==> src/rtl/rewire_drv_pkg.sv <==
// Shared types and helpers for the ReWire lock-step device driver.
// Holds the byte type, the credit-width helper and the idle-byte default.
package rewire_drv_pkg;

    localparam int DRV_DATA_W = 8;

    typedef logic [DRV_DATA_W-1:0] byte_t;

    localparam byte_t IDLE_BYTE_DEF = 8'h00;

    // Enough bits to hold 0..depth inclusive.
    function automatic int credit_width(input int depth);
        return $clog2(depth) + 1;
    endfunction

endpackage

==> src/rtl/rewire_drv_fifo.sv <==
// Response FIFO for the ReWire device driver: synchronous, async active-low reset.
// Ports: clk, rst_n, push/push_data, pop, head_data (0 when empty), full, empty, count.
module rewire_drv_fifo
    import rewire_drv_pkg::*;
#(
    parameter int DATA_W = 8,
    parameter int DEPTH  = 4
) (
    input  logic                            clk,
    input  logic                            rst_n,
    input  logic                            push,
    input  logic [DATA_W-1:0]               push_data,
    input  logic                            pop,
    output logic [DATA_W-1:0]               head_data,
    output logic                            full,
    output logic                            empty,
    output logic [credit_width(DEPTH)-1:0]  count
);

    localparam int AW = $clog2(DEPTH);
    localparam int CW = credit_width(DEPTH);

    logic [DATA_W-1:0] mem_q [DEPTH];
    logic [DATA_W-1:0] mem_d [DEPTH];
    logic [AW-1:0]     wr_ptr_q, wr_ptr_d;
    logic [AW-1:0]     rd_ptr_q, rd_ptr_d;
    logic [CW-1:0]     count_q, count_d;
    logic              do_push;
    logic              do_pop;

    assign full      = (count_q == CW'(DEPTH));
    assign empty     = (count_q == '0);
    assign count     = count_q;
    assign head_data = empty ? '0 : mem_q[rd_ptr_q];

    always_comb begin
        mem_d    = mem_q;
        wr_ptr_d = wr_ptr_q;
        rd_ptr_d = rd_ptr_q;
        count_d  = count_q;
        do_pop   = pop && !empty;
        // A pop frees the head slot before the write lands, so a
        // simultaneous push into a full FIFO is still safe.
        do_push  = push && (!full || do_pop);
        if (do_push) begin
            mem_d[wr_ptr_q] = push_data;
            wr_ptr_d        = wr_ptr_q + AW'(1);
        end
        if (do_pop) begin
            rd_ptr_d = rd_ptr_q + AW'(1);
        end
        case ({do_push, do_pop})
            2'b10:   count_d = count_q + CW'(1);
            2'b01:   count_d = count_q - CW'(1);
            default: count_d = count_q;
        endcase
    end

    always_ff @(posedge clk or negedge rst_n) begin
        if (!rst_n) begin
            for (int i = 0; i < DEPTH; i++) begin
                mem_q[i] <= '0;
            end
            wr_ptr_q <= '0;
            rd_ptr_q <= '0;
            count_q  <= '0;
        end else begin
            mem_q    <= mem_d;
            wr_ptr_q <= wr_ptr_d;
            rd_ptr_q <= rd_ptr_d;
            count_q  <= count_d;
        end
    end

endmodule

==> src/rtl/rewire_dev_driver.sv <==
// Host driver for a ReWire lock-step device: valid/ready byte stream in,
// one byte per clock to the device, tagged responses back out via a FIFO.
// Ports: clk, rst (async, active-low), s_valid/s_ready/s_data (input stream),
// dev_in/dev_out/dev_rst (device side), m_valid/m_ready/m_data (responses).
// Optional macro REWIRE_DRV_STATS_EN adds issued_cnt and returned_cnt
// (16-bit saturating counters of issued bytes and popped responses).
module rewire_dev_driver
    import rewire_drv_pkg::*;
#(
    parameter int                DATA_W    = DRV_DATA_W,
    parameter int                LAT       = 0,
    parameter int                DEPTH     = 4,
    parameter logic [DATA_W-1:0] IDLE_BYTE = IDLE_BYTE_DEF,
    parameter int                RST_HOLD  = 2
) (
    input  logic              clk,
    input  logic              rst,
    input  logic              s_valid,
    output logic              s_ready,
    input  logic [DATA_W-1:0] s_data,
    output logic [DATA_W-1:0] dev_in,
    input  logic [DATA_W-1:0] dev_out,
    output logic              dev_rst,
    output logic              m_valid,
    input  logic              m_ready,
    output logic [DATA_W-1:0] m_data
`ifdef REWIRE_DRV_STATS_EN
    ,
    output logic [15:0]       issued_cnt,
    output logic [15:0]       returned_cnt
`endif
);

    localparam int CW  = credit_width(DEPTH);
    // Keep a one-bit vector when LAT is 0 so the declarations stay legal;
    // in that build the vector is held at zero and never tags anything.
    localparam int IFW = (LAT > 0) ? LAT : 1;

    logic [RST_HOLD-1:0] rst_sr_q, rst_sr_d;
    logic [IFW-1:0]      inflight_q, inflight_d;
    logic [CW-1:0]       fifo_count;
    logic [CW-1:0]       credit;
    logic                fifo_full;
    logic                fifo_empty;
    logic                issue;
    logic                tag;
    logic                pop;
    int                  occ;

    // Device reset: the shift register is all ones while rst is low and
    // drains one zero per edge, so dev_rst drops after RST_HOLD edges.
    assign dev_rst = rst_sr_q[RST_HOLD-1];

    // Every accepted byte owns either a FIFO slot or an inflight tag, so
    // the remaining credit is what can still be issued without overflow.
    always_comb begin
        occ = int'(fifo_count);
        for (int i = 0; i < IFW; i++) begin
            if (LAT > 0 && inflight_q[i]) begin
                occ = occ + 1;
            end
        end
        credit = CW'(DEPTH - occ);
    end

    assign s_ready = (credit != '0) && !dev_rst;
    assign issue   = s_valid && s_ready;
    assign dev_in  = issue ? s_data : IDLE_BYTE;

    // With LAT 0 the device answers in the same cycle, so the issue
    // itself marks the response to capture.
    assign tag = (LAT == 0) ? issue : inflight_q[IFW-1];

    assign m_valid = !fifo_empty;
    assign pop     = m_valid && m_ready;

    always_comb begin
        inflight_d = '0;
        if (LAT > 0) begin
            inflight_d[0] = issue;
            for (int i = 1; i < IFW; i++) begin
                inflight_d[i] = inflight_q[i-1];
            end
        end
    end

    always_comb begin
        rst_sr_d = '0;
        for (int i = 1; i < RST_HOLD; i++) begin
            rst_sr_d[i] = rst_sr_q[i-1];
        end
    end

    always_ff @(posedge clk or negedge rst) begin
        if (!rst) begin
            rst_sr_q   <= '1;
            inflight_q <= '0;
        end else begin
            rst_sr_q   <= rst_sr_d;
            inflight_q <= inflight_d;
        end
    end

    rewire_drv_fifo #(
        .DATA_W (DATA_W),
        .DEPTH  (DEPTH)
    ) u_fifo (
        .clk       (clk),
        .rst_n     (rst),
        .push      (tag),
        .push_data (dev_out),
        .pop       (pop),
        .head_data (m_data),
        .full      (fifo_full),
        .empty     (fifo_empty),
        .count     (fifo_count)
    );

    // Credit accounting guarantees a tagged response always finds a slot.
    a_no_overflow: assert property (
        @(posedge clk) disable iff (!rst) !(tag && fifo_full && !pop)
    );

`ifdef REWIRE_DRV_STATS_EN
    logic [15:0] issued_cnt_q, issued_cnt_d;
    logic [15:0] returned_cnt_q, returned_cnt_d;

    always_comb begin
        issued_cnt_d   = issued_cnt_q;
        returned_cnt_d = returned_cnt_q;
        if (issue && issued_cnt_q != 16'hFFFF) begin
            issued_cnt_d = issued_cnt_q + 16'd1;
        end
        if (pop && returned_cnt_q != 16'hFFFF) begin
            returned_cnt_d = returned_cnt_q + 16'd1;
        end
    end

    always_ff @(posedge clk or negedge rst) begin
        if (!rst) begin
            issued_cnt_q   <= '0;
            returned_cnt_q <= '0;
        end else begin
            issued_cnt_q   <= issued_cnt_d;
            returned_cnt_q <= returned_cnt_d;
        end
    end

    assign issued_cnt   = issued_cnt_q;
    assign returned_cnt = returned_cnt_q;
`endif

endmodule

==> config.mk <==
export PLATFORM = sky130hd
export DESIGN_NAME = rewire_dev_driver
export DESIGN_NICKNAME = d
export VERILOG_FILES = /design/src/rtl/rewire_drv_pkg.sv /design/src/rtl/rewire_drv_fifo.sv /design/src/rtl/rewire_dev_driver.sv
export SDC_FILE = /design/constraint.sdc
export NUM_CORES = 1
export LEC_CHECK = 0
export CELL_PAD_IN_SITES_DETAIL_PLACEMENT = 0
export CELL_PAD_IN_SITES_GLOBAL_PLACEMENT = 1
export CORE_ASPECT_RATIO = 1.25
export CORE_MARGIN = 8
export CORE_UTILIZATION = 45
export DETAILED_ROUTE_END_ITERATION = 6
export PLACE_DENSITY_LB_ADDON = 0.1
export SYNTH_ARGS = -nofsm -noshare
export SYNTH_HDL_FRONTEND = slang
export SYNTH_HIERARCHICAL = 1
export SYNTH_SLANG_ARGS = --single-unit
==> constraint.sdc <==
create_clock -name clk -period 4.95 [get_ports clk]
set_input_delay 0.7425 -clock clk [delete_from_list [all_inputs] [get_ports clk]]
set_output_delay 0.7425 -clock clk [all_outputs]
set_load 0.01 [all_outputs]
==> impl_metrics.env <==
export IMPL_clk_path_buf_depth=2
export IMPL_maxCapViolations=0
export IMPL_die_area_um2=6980
export IMPL_die_w_um=76.3
export IMPL_n_antenna_cell=0
export IMPL_min_to="rst_sr_q[1]"
export IMPL_power_density_nw_per_um2=612
export IMPL_pre_cts_slack_ns=1.82
export IMPL_worstHoldPathType="reg -> reg"
export IMPL_drt_iter0_drc=25
export IMPL_max_slew_margin_pct=40.0
export IMPL_rr_endpoint="u_fifo/count[2]"
export IMPL_syn_nets=168
export IMPL_clkTransAtPathRegs_ns=0.08
export IMPL_status="finished, final reports clean"
export IMPL_final_cell_mix="dfrtp_1, clkdlybuf4s50_1, mux2_2, and2_1"
export IMPL_antenna_found_initial=0
export IMPL_r2r_cells=11
export IMPL_post_dp_hpwl_mm=3.12
export IMPL_synthCells=141
export IMPL_r2r_start="u_fifo/count[0]"
export IMPL_num_rows=27
export IMPL_cts_hold_buf=0
export IMPL_critPathMaxFanout=11
export IMPL_crit_arrival_ns=3.24
export IMPL_core_area_um2=4390
export IMPL_drcViolationCount=0
export IMPL_crit_path_end_kind="register"
export IMPL_rsz0062_at_grt="false"
export IMPL_synthToLayoutAreaGrowth_pct=26.2
export IMPL_io_pins=39
export IMPL_final_common_cell="dfrtp_1"
export IMPL_grt_pass1_wl_mm=7.26
export IMPL_fin_skew_ns=0.00785
export IMPL_setup_viol=0
export IMPL_vias=1252
export IMPL_cts_htree_levels=2
export IMPL_drtPass1Iterations=4
export IMPL_port_buffers=38
export IMPL_post_cts_resize_count=0
export IMPL_critical_path_class="reg -> reg"
export IMPL_clkLatencyLatePin_ns=0.29
export IMPL_routed_wl_mm=4.27
export IMPL_grt_total_usage_pct=13.2
export IMPL_overflow=0
export IMPL_vias_per_cell=5.17
export IMPL_cts_root_buf="clkbuf_8"
export IMPL_start_util_pct=46.6
export IMPL_hold_ws_ns=0.356
export IMPL_cts_tree="built"
export IMPL_whs_path_depth=0
export IMPL_finalCritPeriodShare_pct=61.1
export IMPL_min_period_ns=3.02
export IMPL_grt_max_degree=42
export IMPL_die_y_um=91.4
export IMPL_worstMarginPinSlew_ns=0.900
export IMPL_clock_sinks=41
export IMPL_report_final_slew_viol_count=0
export IMPL_yosysWarnings=6
export IMPL_first_global_vias=1409
export IMPL_final_hold_viol_count=0
export IMPL_worstHoldStart="rst_sr_q[0]"
export IMPL_fillers=375
export IMPL_avgSynthCellArea_um2=14.5
export IMPL_cts_setup_buffers=0
export IMPL_syn_cell_area_um2=2050
export IMPL_drive_gt1_share_pct=35.3
export IMPL_wl_per_cell_um=17.7
export IMPL_cp_start_kind="register"
export IMPL_fin_nets=210
export IMPL_vdd_ir_drop_worst_uv=321
export IMPL_ant_nets=0
export IMPL_worst_slack_ns=1.93
export IMPL_fin_setup_tns_ns=0
export IMPL_fmax_mhz=331
export IMPL_cts_buffers=5
export IMPL_cp_required_ns=5.17
export IMPL_regToRegSetupSlack_ns=1.93
export IMPL_power_leakage_nw=1.08
export IMPL_globalplace_congestion=0.711
[through the flow]
stage	instance area [µm²]	std cells	power, W	util, %
5_1_grt	2580	242	0.00170	58.8
4_1_cts	2580	242	0.00161	58.8
3_3_place_gp	2480	234	0.00134	56.5
2_1_floorplan	2050	141	0.00109	-
6_report	2580	242	0.00158	58.8
3_5_place_dp	2480	234	0.00137	56.5
[sequential cells by signal, indices dropped and copies added (netlist names)]
register and count:
rst_sr_q 2, u_fifo/count 3, u_fifo/mem_q 32, u_fifo/rd_ptr_q 2, u_fifo/wr_ptr_q 2
[where the power goes]
group | switching [W] | leakage (nW) | internal (W)
Sequential | 0.000136 | 0.489 | 0.000499
Clock | 0.000109 | 0.0542 | 0.000126
Combinational | 0.000248 | 0.537 | 0.000464
[how the worst max path moves through the flow]
stage / start / endpoint / slack, ns
floorplan: u_fifo/count[1] / u_fifo/count[2] / 2.14
finish: u_fifo/count[0] / u_fifo/count[2] / 1.93
detailed placement: s_valid / u_fifo/count[2] / 1.82
CTS: u_fifo/rd_ptr_q[0] / m_data[7] / 1.86
global route: u_fifo/count[0] / u_fifo/count[2] / 1.69
global placement: s_valid / u_fifo/count[2] / 1.90
[final cells by class]
cell class	count	area [µm²]	share of cell area, %
inverters	7	26.3	1.02
flip-flops and latches	41	1030	39.8
well taps	58	72.6	2.81
clock inverters	1	5.00	0.194
repair buffers	38	375	14.5
clock buffers	7	96.3	3.73
multi-input cells	90	980	37.9
[worst max-delay path, stage by stage, from the launching register on]
cell	delay [ns]
dfrtp_1	0.46
or3_2	0.62
inv_1	0.12
nor2b_1	0.09
nor4b_4	0.39
or2b_2	0.24
ha_1	0.19
inv_1	0.06
fa_1	0.37
xor2_1	0.15
nor2_1	0.11
xor2_1	0.15
[per-layer routing]
metal | vias up | wire length [µm] | GRT usage, %
met1 | 633 | 1850 | 14.9
met4 | 0 | 61 | 5.31
li1 | 579 | - | -
met2 | 35 | 2140 | 22.5
met3 | 5 | 220 | 4.14
met5 | - | 0 | 0
Note: power is estimated with default switching activity, not from simulation.
